### src/rtl/prog_delay_pkg.sv
// Shared helpers for the programmable delay line: width derivation,
// delay clamping and explicit (non power-of-2) pointer wrap.
package prog_delay_pkg;

  // Width of a field able to hold 0..max_delay.
  function automatic int calc_dw(input int max_delay);
    return $clog2(max_delay + 1);
  endfunction

  // Width of a pointer addressing 0..max_delay-1 (at least one bit).
  function automatic int calc_aw(input int max_delay);
    return (max_delay > 1) ? $clog2(max_delay) : 1;
  endfunction

  // Requested delays of 0 become 1; anything above max_delay saturates.
  function automatic int clamp_delay(input int cfg, input int max_delay);
    if (cfg < 1) return 1;
    if (cfg > max_delay) return max_delay;
    return cfg;
  endfunction

  // Circular increment with an explicit compare, so any depth works.
  function automatic int ptr_wrap(input int ptr, input int max_delay);
    return (ptr == max_delay - 1) ? 0 : ptr + 1;
  endfunction

endpackage

### src/rtl/prog_delay_line_if.sv
// Stream and configuration signals of the programmable delay line.
interface prog_delay_line_if #(
  parameter int N         = 8,
  parameter int MAX_DELAY = 16
);
  import prog_delay_pkg::*;

  localparam int DW = calc_dw(MAX_DELAY);

  logic          ce;
  logic [N-1:0]  idata;
  logic          ivalid;
  logic [DW-1:0] cfg_delay;
  logic          cfg_load;
  logic [N-1:0]  odata;
  logic          ovalid;
  logic          cfg_busy;
  logic [DW-1:0] cur_delay;

  // Producer / control side.
  modport master (
    output ce, idata, ivalid, cfg_delay, cfg_load,
    input  odata, ovalid, cfg_busy, cur_delay
  );

  // Delay line side.
  modport slave (
    input  ce, idata, ivalid, cfg_delay, cfg_load,
    output odata, ovalid, cfg_busy, cur_delay
  );

endinterface

### src/rtl/prog_delay_line_ram.sv
// DEPTH x {valid, data} storage: synchronous write, registered read that
// returns the old contents when read and write hit the same entry.
module delay_ram #(
  parameter int W     = 8,
  parameter int DEPTH = 16,
  parameter int AW    = 4
) (
  input  logic          clk,
  input  logic          rst,
  input  logic          we,
  input  logic [AW-1:0] waddr,
  input  logic          wvalid,
  input  logic [W-1:0]  wdata,
  input  logic          re,
  input  logic [AW-1:0] raddr,
  output logic          rvalid,
  output logic [W-1:0]  rdata
);

  logic [W-1:0]     mem [DEPTH];
  logic [DEPTH-1:0] vld_q, vld_d;
  logic             rvalid_q, rvalid_d;
  logic [W-1:0]     rdata_q, rdata_d;

  // Next valid bits and read register; reads see pre-edge contents.
  always_comb begin
    // NOTE: every always_comb output gets a default first so no path leaves it unassigned (no latch).
    vld_d    = vld_q;
    rvalid_d = rvalid_q;
    rdata_d  = rdata_q;
    if (we) vld_d[waddr] = wvalid;
    if (re) begin
      rvalid_d = vld_q[raddr];
      rdata_d  = mem[raddr];
    end
  end

  // Data array write.
  always_ff @(posedge clk) begin
    // NOTE: the data array has no reset so it can map to RAM; the separate valid bits carry reset state.
    if (we) mem[waddr] <= wdata;
  end

  // Valid bits and read register.
  always_ff @(posedge clk or posedge rst) begin
    if (rst) begin
      vld_q    <= '0;
      rvalid_q <= 1'b0;
      rdata_q  <= '0;
    end else begin
      // NOTE: sequential state uses non-blocking assignments so all flops update from pre-edge values.
      vld_q    <= vld_d;
      rvalid_q <= rvalid_d;
      rdata_q  <= rdata_d;
    end
  end

  assign rvalid = rvalid_q;
  assign rdata  = rdata_q;

endmodule

### src/rtl/prog_delay_line.sv
// Run-time programmable delay line: {ivalid, idata} re-emerges after
// cur_delay clock-enabled cycles; reconfiguration flushes and refills.
module prog_delay_line
  import prog_delay_pkg::*;
#(
  parameter int N             = 8,
  parameter int MAX_DELAY     = 16,
  parameter int DEFAULT_DELAY = 1,
  parameter int DW            = calc_dw(MAX_DELAY)
) (
  input  logic             clk,
  input  logic             rst,
  prog_delay_line_if.slave bus
);

  localparam int AW = calc_aw(MAX_DELAY);
  localparam int SW = DW + 1;

  logic [AW-1:0] wp_q, wp_d;
  logic [DW-1:0] fc_q, fc_d;
  logic [DW-1:0] cur_delay_q, cur_delay_d;
  logic          out_en_q, out_en_d;
  logic [SW-1:0] rd_sum;
  logic [AW-1:0] rd_addr;
  logic          ram_valid;
  logic [N-1:0]  ram_data;
  logic          ovalid;

  // Pointer advance, saturating fill count and delay reconfiguration.
  always_comb begin
    wp_d        = wp_q;
    fc_d        = fc_q;
    cur_delay_d = cur_delay_q;
    out_en_d    = out_en_q;
    if (bus.ce) begin
      wp_d = AW'(ptr_wrap(int'(wp_q), MAX_DELAY));
      if (fc_q != cur_delay_q) fc_d = fc_q + DW'(1);
      // The read taken on this edge is emitted only once the line is full.
      out_en_d = (fc_d == cur_delay_q);
    end
    if (bus.cfg_load) begin
      cur_delay_d = DW'(clamp_delay(int'(bus.cfg_delay), MAX_DELAY));
      fc_d        = '0;
      out_en_d    = 1'b0;
    end
  end

  // Read index = (wp - cur_delay) mod MAX_DELAY, kept non-negative.
  always_comb begin
    rd_sum = SW'(wp_q) + SW'(MAX_DELAY) - SW'(cur_delay_q);
    if (rd_sum >= SW'(MAX_DELAY)) rd_sum = rd_sum - SW'(MAX_DELAY);
  end

  assign rd_addr = AW'(rd_sum);

  // Control state registers.
  always_ff @(posedge clk or posedge rst) begin
    if (rst) begin
      wp_q        <= '0;
      fc_q        <= '0;
      cur_delay_q <= DW'(DEFAULT_DELAY);
      out_en_q    <= 1'b0;
    end else begin
      wp_q        <= wp_d;
      fc_q        <= fc_d;
      cur_delay_q <= cur_delay_d;
      out_en_q    <= out_en_d;
    end
  end

  delay_ram #(
    .W     (N),
    .DEPTH (MAX_DELAY),
    .AW    (AW)
  ) u_ram (
    .clk    (clk),
    .rst    (rst),
    .we     (bus.ce),
    .waddr  (wp_q),
    .wvalid (bus.ivalid),
    .wdata  (bus.idata),
    .re     (bus.ce),
    .raddr  (rd_addr),
    .rvalid (ram_valid),
    .rdata  (ram_data)
  );

  // Gate the registered read so stale or invalid entries read as zero.
  assign ovalid        = out_en_q & ram_valid;
  assign bus.ovalid    = ovalid;
  assign bus.odata     = ovalid ? ram_data : '0;
  assign bus.cfg_busy  = (fc_q != cur_delay_q);
  assign bus.cur_delay = cur_delay_q;

endmodule

### src/flat_wrapper.sv
// flat-port wrapper written by rule: the top's interface ports become plain ports
module prog_delay_line_flat import prog_delay_pkg::*;
#(
  parameter int N             = 8,
  parameter int MAX_DELAY     = 16,
  parameter int DEFAULT_DELAY = 1,
  parameter int DW            = calc_dw(MAX_DELAY)
)
  (clk, rst, bus_ce, bus_idata, bus_ivalid, bus_cfg_delay, bus_cfg_load, bus_odata, bus_ovalid, bus_cfg_busy, bus_cur_delay);
  prog_delay_line_if #(.N(N), .MAX_DELAY(MAX_DELAY)) bus_i ();
  input  logic clk;
  input  logic rst;
  input wire logic [$bits(bus_i.ce)-1:0] bus_ce;
  input wire logic [$bits(bus_i.idata)-1:0] bus_idata;
  input wire logic [$bits(bus_i.ivalid)-1:0] bus_ivalid;
  input wire logic [$bits(bus_i.cfg_delay)-1:0] bus_cfg_delay;
  input wire logic [$bits(bus_i.cfg_load)-1:0] bus_cfg_load;
  output wire logic [$bits(bus_i.odata)-1:0] bus_odata;
  output wire logic [$bits(bus_i.ovalid)-1:0] bus_ovalid;
  output wire logic [$bits(bus_i.cfg_busy)-1:0] bus_cfg_busy;
  output wire logic [$bits(bus_i.cur_delay)-1:0] bus_cur_delay;
  assign bus_i.ce = bus_ce;
  assign bus_i.idata = bus_idata;
  assign bus_i.ivalid = bus_ivalid;
  assign bus_i.cfg_delay = bus_cfg_delay;
  assign bus_i.cfg_load = bus_cfg_load;
  assign bus_odata = bus_i.odata;
  assign bus_ovalid = bus_i.ovalid;
  assign bus_cfg_busy = bus_i.cfg_busy;
  assign bus_cur_delay = bus_i.cur_delay;
  prog_delay_line #(.N(N), .MAX_DELAY(MAX_DELAY), .DEFAULT_DELAY(DEFAULT_DELAY), .DW(DW)) u_core (.clk(clk), .rst(rst), .bus(bus_i));
endmodule
### config.mk
export PLATFORM = sky130hd
export DESIGN_NAME = prog_delay_line_flat
export DESIGN_NICKNAME = d
export VERILOG_FILES = /design/src/rtl/prog_delay_pkg.sv /design/src/rtl/prog_delay_line_if.sv /design/src/rtl/prog_delay_line_ram.sv /design/src/rtl/prog_delay_line.sv /design/src/flat_wrapper.sv
export SDC_FILE = /design/constraint.sdc
export NUM_CORES = 1
export LEC_CHECK = 0
export CAP_MARGIN = 20
export CORE_ASPECT_RATIO = 0.9
export CORE_MARGIN = 2
export CORE_UTILIZATION = 50
export DETAILED_ROUTE_END_ITERATION = 8
export GPL_TIMING_DRIVEN = 0
export PLACE_DENSITY = 0.71
export REMOVE_ABC_BUFFERS = 1
export SYNTH_ARGS = -nofsm -noshare
export SYNTH_HDL_FRONTEND = slang
export SYNTH_SLANG_ARGS = --single-unit
### constraint.sdc
create_clock -name clk -period 2.6 [get_ports clk]
set_clock_uncertainty 0.1 [all_clocks]
set_input_delay 0.26 -clock clk [delete_from_list [all_inputs] [get_ports clk]]
set_output_delay 0.26 -clock clk [all_outputs]
set_load 0.005 [all_outputs]
After elaboration in Yosys (flattened, before gate mapping)
Memory sizes are Yosys's and may differ from the RTL's. A register that Yosys moved wholly into a read port is not among the register bits.
Cells that the tools add are included.
{ "word_totals": {"ff_bits": 32, "ram_bits": 128, "in_bits": 18, "output_inout_bits": 15, "elab_cells": 49, "memories": 1} }
{ "op_classes": {"n_addsub": 5, "order_cmp": 6, "n_eq_ne": 3, "muxes": 25, "bitwise_logic": 1, "reduce_logical": 2} }
{ "memory_table": {"columns": ["name", "words", "word_bits", "read_ports", "rd_clocked_by_memory_dff", "wr", "line", "text"], "rows": [
  ["u_core.u_ram.mem", 16, 8, 1, 1, 1, "prog_delay_line_ram.sv:20", "logic [W-1:0] mem [DEPTH];"]
]} }
{ "ops": {"columns": ["cell", "count"], "rows": [
  ["$mux W5", 7],
  ["$bwmux W16", 1],
  ["$mux W1", 12],
  ["$lt A4 B5 Y1 const B", 2],
  ["$mux W4", 2],
  ["$mux W8", 1],
  ["$add A4 B5 Y6 const B", 1],
  ["$ge A6 B5 Y1 const B", 1],
  ["$sub A6 B5 Y6", 1],
  ["$add A5 B1 Y5 const B", 1],
  ["$eq A5 B5 Y1", 1],
  ["$gt A5 B5 Y1 const B", 1],
  ["$lt A5 B1 Y1 const B", 1],
  ["$ne A5 B5 Y1", 1],
  ["$add A4 B1 Y4 const B", 1],
  ["$bmux W1 S4", 1],
  ["$demux W1 S4", 1],
  ["$eq A4 B1 Y1 const B", 1],
  ["$ge A4 B1 Y1 const B", 1],
  ["$sub A4 B1 Y4 const B", 1],
  ["$reduce_bool A2 Y1", 1],
  ["$and A1 B1 Y1", 1],
  ["$logic_and A1 B1 Y1", 1]
]} }

Longest topological paths before layout
Gate-level depths: netlist of run 1.
{ "depth": {"word_depth": 7, "mapped_depth": 10, "mapped_depth_nobuf": 8} }

Modules after synthesis
A second synthesis of run 1 with hierarchy kept.
{ "unflattened": {"cells_unflattened": 398, "area_unflattened_um2": 7216.9} }
{ "by_module_without_submodules": {"columns": ["module", "instances", "cells_each", "area_per_inst_um2", "seq_area_each_um2"], "rows": [
  ["delay_ram", 1, 283, 6115.9, 4469.3],
  ["prog_delay_line", 1, 115, 1101.1, 376.6]
]} }

Worst setup path after synthesis of run 1
Ideal clock, no wire load.
{ "synth_timing": {"path_kind": "register -> register", "from": "register u_core.cur_delay_q[0], in the netlist u_core.bus.cur_delay[0]", "to": "register u_core.u_ram.rdata_q[1], in the netlist u_core.u_ram.rdata[1] (read register of u_core.u_ram.mem)", "setup_ns": 0.148, "arrival_ns": 2.370, "required_time_ns": 2.352, "setup_slack_ns": -0.018, "path_stages_with_launch": 9, "n_path_buf": 2, "period_less_slack_ns": 2.618, "path_cell_list": "dfstp_2 -> ha_1 -> inv_1 -> fa_1 -> buf_4 -> buf_4 -> mux4_2 -> mux2i_1 -> o221ai_1"} }
{ "synth_between": {"elab_chain_cells": 3, "word_cells_on_any_way": 4, "cone_classes": "2 x add/sub; 1 x order compare; 1 x mux"} }
{ "synth_lines": {"columns": ["item", "line", "text"], "rows": [
  ["from (decl)", "prog_delay_line.sv:21", "logic [DW-1:0] cur_delay_q, cur_delay_d;"],
  ["from (signal assigned)", "prog_delay_line.sv:61", "cur_delay_q <= DW'(DEFAULT_DELAY);"],
  ["from (signal assigned)", "prog_delay_line.sv:66", "cur_delay_q <= cur_delay_d;"],
  ["$sub A6 B5 Y6 (*)", "prog_delay_line.sv:50", "rd_sum = SW'(wp_q) + SW'(MAX_DELAY) - SW'(cur_delay_q);"],
  ["$ge A6 B5 Y1 or $sub A4 B1 Y4 (tied branches)", "prog_delay_line.sv:51", "if (rd_sum >= SW'(MAX_DELAY)) rd_sum = rd_sum - SW'(MAX_DELAY);"],
  ["$mux W4 (*)", "prog_delay_line.sv:51", null],
  ["to (decl)", "prog_delay_line_ram.sv:23", "logic [W-1:0] rdata_q, rdata_d;"]
]} }
Mark *: on every way between the ends. The rest lies on a longest branch, timed or not.
A chain may end at the register's enable or synchronous reset.

Worst setup path after layout of run 1
Same ends and word-level chain as after synthesis.

==> metrics.csv, run 1 <==
stage,metric,value,unit
status,run status,"finished, violations left",
status,violated checks,setup timing,
timing,portion of the clock cycle consumed by the worst path in the final layout,101.0,%
worst_hold_path,Hold/Removal Path Class,in2async,
worst_setup_path,startpoint types,register,
floorplan,width of the chip,129.0,um
placement,placed insts,573,
clocking,Clk Tree Root Cell,clkbuf_16,
global_route,wire length of the first global-routing pass,22250,um
logic_synthesis,share of synthesized registers carrying an async set or reset,23.81,%
timing,"Setup violations, final",6,
routing,vias after detailed routing,3655,
worst_setup_path,Crit path largest cell delay,640,ps
timing,"Worst Setup Slack, final",-26.04,ps
floorplan,Die Area,15020,sq um
global_route,maximum number of pins on one net before global-route repair,41,
routing,ratio of routed vias to standard cells,5.924,
timing,final slew viol count,0,
worst_setup_path,Top Family by Delay on Critical Path,adder cells,
logic_synthesis,total of flip-flops plus latches after synthesis,168,
layout,layout overhead on the synthesized area,18.20,%
logic_synthesis,Yosys Warn Count,0,
logic_synthesis,share of synthesized area occupied by flip-flops and latches,68.98,%
global_route,leftover overflow at the end of global routing,0,
worst_setup_path,cells along the critical path,"ha_4, inv_2, fa_2, buf_12, mux4_2, mux2i_2, o221ai_1",
global_route,met1 track utilization from global routing,28.82,%
clocking,clock buffers created by TritonCTS,17,
timing,setup repair after global routing missed its margin,yes,
routing,count of unresolved DRC violations after routing,0,
worst_setup_path,FF-to-FF Start,u_core.bus.cur_delay[0],
clocking,maximum clock insertion buffer count,2,
floorplan,I/O pin count,33,
logic_synthesis,top-area cell type share of the netlist area,54.71,%
logic_synthesis,cell types with the highest counts after synthesis,"128 x edfxtp_1, 39 x dfrtp_1, 34 x mux4_2, 19 x mux2i_1, 18 x mux2_2",
timing,remaining max-slew budget at the tightest pin,38.55,%
worst_setup_path,Crit path required time,2770,ps
worst_setup_path,path length in cells of the critical path,7,
worst_setup_path,crit end category,register,
worst_setup_path,data arrival time of the worst path,2800,ps
global_route,fraction of met2 tracks used by global routing,34.11,%
clocking,number of buffers inserted by hold repair at cts,0,
placement,worst setup slack before clock tree synthesis,-689.5,ps
worst_setup_path,Setup Crit Path Kind,reg2reg,
worst_setup_path,Worst path slowest cell,fa_2,
layout,final-stage net count,459,
global_route,global routing met3 resource utilization,4.443,%
routing,Detailed Route WL,14390,um
layout,Finished Layout Cells,617,
power,Power Density,1140,nW/um^2
clocking,depth of the CTS H-tree,4,
clocking,clock tree from TritonCTS,yes,
layout,total inserted antenna cells,0,
floorplan,Starting Density,50.72,%
logic_synthesis,post-synth top area cell,edfxtp_1,
routing,count of TritonRoute iterations in the first routing pass,6,
routing,post-detailed-route wirelength per cell,23.31,um
clocking,latest clock arrival within the worst-skew pair,420,ps
worst_setup_path,top fanout value on the critical path,5,
floorplan,core region area,13850,sq um
timing,fmax,0.3808,GHz
logic_synthesis,post-synthesis average cell area,18.54,sq um
worst_setup_path,crit path launch,u_core.bus.cur_delay[0],
timing,Fin Hold WS,242.4,ps
global_route,overall fraction of global-route tracks in use,21.07,%
timing,final-report hold violation count,0,
global_route,GR peak layer,met2,
placement,port bufs,32,
placement,last weighted congestion value of the routability-driven placer,0.7562,
global_route,vias in the first global route,3798,
logic_synthesis,top post-synthesis cells by area,"edfxtp_1 55%, dfrtp_1 14%, mux4_2 11%",
placement,detailed placer's ending HPWL,8290,um
floorplan,number of standard-cell rows in the floorplan,41,
logic_synthesis,area of the mapped netlist,7025,sq um
logic_synthesis,leading register cell type out of synthesis,edfxtp_1,
logic_synthesis,count of cell types in the netlist,39,
worst_setup_path,cell count of the worst reg-to-reg path,7,
power,Pleak,2.981,nW
routing,number of antenna-violating nets in the routed design,0,
global_route,initial antenna violation count,0,
worst_setup_path,combined buffer and inverter count along the critical path,2,
power,"IR drop worst, VDD",0.0006554,V
layout,ratio of cells with drive above 1 in the final layout,24.72,%
floorplan,y dimension of the die,116.5,um
timing,Least-Margin Pin Slew,920.3,ps
logic_synthesis,library cell with the highest instance count after synthesis,edfxtp_1,
run,reported max-cap violation count,0,
clocking,clock sink total,168,
logic_synthesis,number of synthesized flops with an enable pin,128,
routing,DRC marker count from the first detailed-route iteration,366,
logic_synthesis,number of instances in the synthesized netlist,379,
clocking,"Reg clk slew, reported paths",60,ps
timing,minimum period implied by the final worst setup slack,2626,ps
-- cell families after synthesis --
logic type	Yosys count	share of synthesized area (%)
flops	168	68.98
mux	73	17.24
simple gates	66	5.450
compound gates	26	2.582
buf+inv	21	1.781
xor+xnor	16	2.262
fa+ha+maj	9	1.710
-- power breakdown --
part           switching, mW  total (mW)  internal [mW]
clock                  0.954        2.63           1.67
combinational           1.55        3.31           1.75
sequential             0.208        3.53           3.32
-- worst reg2reg max path: cells and delay by family (launching register included) --
| family | cells | cell delay (ps) |
|---|---|---|
| AOI/OAI and AO/OA | 1 | 130 |
| adders and majority gates | 2 | 770 |
| DFF | 1 | 550 |
| buffers and inverters | 2 | 200 |
| muxes | 2 | 720 |
-- cell usage in the layout (no fill, tap or decap), types with 7 or more instances in the layout --
cell type,count
mux2i_1,18
nand2b_1,10
and2_1,17
clkdlybuf4s50_1,31
nor2_1,10
o21ai_0,8
buf_4,9
o221ai_1,9
edfxtp_1,128
ha_1,7
clkbuf_16,17
mux2_2,18
xnor2_1,8
mux4_2,36
and3_1,11
dfrtp_1,38
-- flip-flops by register name, indices dropped and copies added, names as in the netlist --
register              count
u_core.u_ram.vld_q       16
u_core.bus.cur_delay      5
u_core.fc_q               5
u_core.u_ram.rvalid       1
u_core.wp_q               4
u_core.out_en_q           1
u_core.u_ram.rdata        8
u_core.u_ram.mem        128
-- what timing repair did --
item                                    CTS  global route
setup buffers                            10             2
gates resized for setup                  12             5
cloned                                    2             0
pin swaps                                 2             7
endpoints found under the setup margin    9            21
-- final timing paths --
kind                                           end  slack [ps]
hold reg to reg              u_core.u_ram.rdata[5]         390
hold / removal               u_core.u_ram.vld_q[3]         240
max in group asynchronous           u_core.wp_q[0]        1560
setup reg to reg             u_core.u_ram.rdata[1]         -30
min in group clk           u_core.bus.cur_delay[1]         360
setup / recovery             u_core.u_ram.rdata[1]         -30
-- metrics by stage --
step / total power, mW / setup TNS, ps / utilization, % / instance area, sq um
after floorplan: 5.634 / -7564 / - / 6930
after global placement: 6.327 / -30270 / 53.90 / 7466
after detailed placement: 6.558 / -30330 / 54.43 / 7538
after CTS: 9.635 / -684.9 / 60.14 / 8329
after global routing: 9.889 / -685.9 / 59.95 / 8304
final: 9.467 / -93.29 / 59.95 / 8304
-- cell type report --
type / count / area (sq um)
Fill cell: 1037 / 5547
Sequential cell: 168 / 4847
Multi-Input combinational cell: 190 / 2079
Timing Repair Buffer: 47 / 509.2
Clock buffer: 23 / 478.0
Tap cell: 172 / 215.2
Clock inverter: 9 / 145.1
Inverter: 8 / 30.03
-- layer usage --
layer,up-vias,part of all wire [%],routed length (um)
li1,1601,-,-
met1,1908,44,6351
met2,129,49,6999
met3,17,5.9,844
met4,0,1.3,190
met5,-,0,0
(Power assumes the default switching activity.)
==> run 2, diff against run 1 <==
Settings changed: PLACE_DENSITY 0.71 to default, PLACE_DENSITY_LB_ADDON from default to 0.05.
==> metrics.csv, run 2 (synthesis results as in run 1) <==
stage,metric,value,unit,change
timing,setup TNS,-73.63,ps,+19.66 ps
clocking,"Reg clk slew, reported paths",60,ps,about the same
layout,fillers,1043,,+0.58%
floorplan,Starting Density,50.72,%,unchanged
layout,Top reg by flops,u_core.u_ram.mem,,
run,reported max-cap violation count,0,,unchanged
power,Pleak,2.997,nW,+0.55%
timing,remaining max-slew budget at the tightest pin,33.39,%,-5.2 points
placement,placed insts,573,,unchanged
clocking,clock buffers created by TritonCTS,17,,unchanged
floorplan,width of the chip,129.0,um,unchanged
worst_setup_path,crit end category,register,,
status,run status,"finished, violations left",,
routing,DRC marker count from the first detailed-route iteration,236,,-36%
global_route,leftover overflow at the end of global routing,0,,unchanged
worst_setup_path,capturing instance or port of the critical path,u_core.u_ram.rdata[3],,
global_route,vias in the first global route,3647,,-4.0%
worst_setup_path,top fanout value on the critical path,6,,+1
worst_hold_path,Hold/Removal Path Class,in2async,,
clocking,latest clock arrival within the worst-skew pair,420,ps,about the same
layout,layout overhead on the synthesized area,19.34,%,
power,Power Density,1146,nW/um^2,+0.51%
floorplan,y dimension of the die,116.5,um,unchanged
routing,post-detailed-route wirelength per cell,23.98,um,+2.8%
worst_setup_path,cell count of the worst reg-to-reg path,8,,+1
floorplan,I/O pin count,33,,unchanged
floorplan,core region area,13850,sq um,unchanged
worst_setup_path,startpoint types,register,,
worst_setup_path,FF-to-FF Start,u_core.bus.cur_delay[0],,
routing,count of TritonRoute iterations in the first routing pass,5,,-1
layout,ratio of cells with drive above 1 in the final layout,26.89,%,+2.2 points
clocking,maximum clock insertion buffer count,2,,unchanged
floorplan,number of standard-cell rows in the floorplan,41,,unchanged
timing,setup repair after global routing missed its margin,yes,,
clocking,depth of the CTS H-tree,4,,unchanged
layout,max FFs per register,128,,unchanged
routing,number of antenna-violating nets in the routed design,0,,unchanged
global_route,wire length of the first global-routing pass,22230,um,about the same
clocking,clock tree from TritonCTS,yes,,
worst_setup_path,crit path launch,u_core.bus.cur_delay[0],,
routing,ratio of routed vias to standard cells,5.802,,-2.1%
floorplan,Die Area,15020,sq um,unchanged
timing,fmax,0.3802,GHz,-0.16%
placement,last weighted congestion value of the routability-driven placer,0.7487,,-0.99%
timing,final-report hold violation count,0,,unchanged
clocking,Clk Tree Root Cell,clkbuf_16,,
placement,port bufs,32,,unchanged
worst_setup_path,r2r setup slk,-30,ps,about the same
timing,final slew viol count,0,,unchanged
placement,detailed placer's ending HPWL,8675,um,+4.6%
global_route,initial antenna violation count,0,,unchanged
worst_setup_path,worst reg2reg path endpoint,u_core.u_ram.rdata[3],,
layout,most frequent standard cell in the layout excluding fill and tap cells,edfxtp_1,,
worst_setup_path,data arrival time of the worst path,2810,ps,about the same
timing,"Setup violations, final",3,,-3
worst_setup_path,Setup Crit Path Kind,reg2reg,,
layout,Finished Layout Cells,622,,+0.81%
placement,worst setup slack before clock tree synthesis,-510.5,ps,+179.1 ps
layout,most used cells in the layout excluding fill and tap cells,"128 x edfxtp_1, 38 x dfrtp_1, 35 x mux4_2",,
power,"IR drop worst, VDD",0.0006535,V,-0.30%
global_route,overall fraction of global-route tracks in use,21.40,%,+0.33 points
layout,total inserted antenna cells,0,,unchanged
layout,final-stage net count,464,,+1.1%
routing,Detailed Route WL,14910,um,+3.7%
timing,portion of the clock cycle consumed by the worst path in the final layout,101.2,%,+0.16 points
status,violated checks,setup timing,,
routing,vias after detailed routing,3609,,-1.3%
routing,count of unresolved DRC violations after routing,0,,unchanged
clocking,clock sink total,168,,unchanged
timing,minimum period implied by the final worst setup slack,2630,ps,+4.133 ps
worst_setup_path,Crit path required time,2780,ps,about the same
global_route,maximum number of pins on one net before global-route repair,41,,unchanged
timing,"Worst Setup Slack, final",-30.17,ps,-4.133 ps
timing,Least-Margin Pin Slew,999.1,ps,+78.80 ps
==> run 2: worst max-delay path, stage by stage (launching register included) <==
cell	delay (ps)
dfstp_2	550
ha_4	130
inv_2	30
fa_2	580
buf_12	130
buf_12	130
mux4_2	510
mux2i_2	190
o221ai_1	130
==> run 2: area by class of cell <==
| class | count | area (sq um) | share of cell area (%) |
|---|---|---|---|
| clock buffers | 18 | 429.2 | 5.119 |
| inverters | 8 | 30.03 | 0.3582 |
| flip-flops and latches | 168 | 4847 | 57.81 |
| repair buffers | 52 | 606.8 | 7.238 |
| multi-input cells | 190 | 2098 | 25.03 |
| clock inverters | 14 | 157.7 | 1.880 |
| well taps | 172 | 215.2 | 2.567 |
==> run 2: worst min path at each step <==
stage                                     start                 endpoint  cells after the start
after floorplan                    bus_cfg_load          u_core.out_en_q                      1
after global placement    u_core.u_ram.rdata[4]    u_core.u_ram.rdata[4]                      2
after detailed placement  u_core.u_ram.rdata[4]    u_core.u_ram.rdata[4]                      2
after CTS                                   rst  u_core.bus.cur_delay[4]                      2
after global routing                        rst  u_core.bus.cur_delay[4]                      2
final                                       rst  u_core.bus.cur_delay[4]                      2
==> run 2: routing by layer <==
metal / global-route usage, % / up-vias / wire length (um)
li1: - / 1612 / -
met1: 30.27 / 1888 / 7015
met2: 34.14 / 91 / 7149
met3: 4.810 / 18 / 589
met4: 5.942 / 0 / 160
met5: 0 / - / 0
==> run 2: where the power goes <==
part	leakage [nW]	internal, mW	switching, mW
registers	1.66	3.32	0.215
clock network	0.279	1.50	0.997
logic	1.06	1.98	1.60
total	3.00	6.80	2.81
==> run 2: timing repair <==
| item | 4_1_cts | 5_1_grt |
|---|---|---|
| hold buffers | 0 | 0 |
| resized for setup | 16 | 6 |
| setup buffers | 11 | 4 |
| pin swaps | 4 | 6 |
| setup endpoints to repair | 11 | 10 |
| endpoints found under the hold margin | 0 | 0 |
| cloned | 2 | 1 |
==> run 2: stage by stage <==
stage          area, sq um  total power [mW]  hold slack, ps  utilization, %
4_1_cts               8292             9.485           273.9           59.86
2_1_floorplan         6930             5.634           215.9               -
5_1_grt               8384             10.05           365.3           60.53
3_3_place_gp          7466             6.378           370.3           53.90
3_5_place_dp          7531             6.519           372.6           54.37
6_report              8384             9.607           252.4           60.53
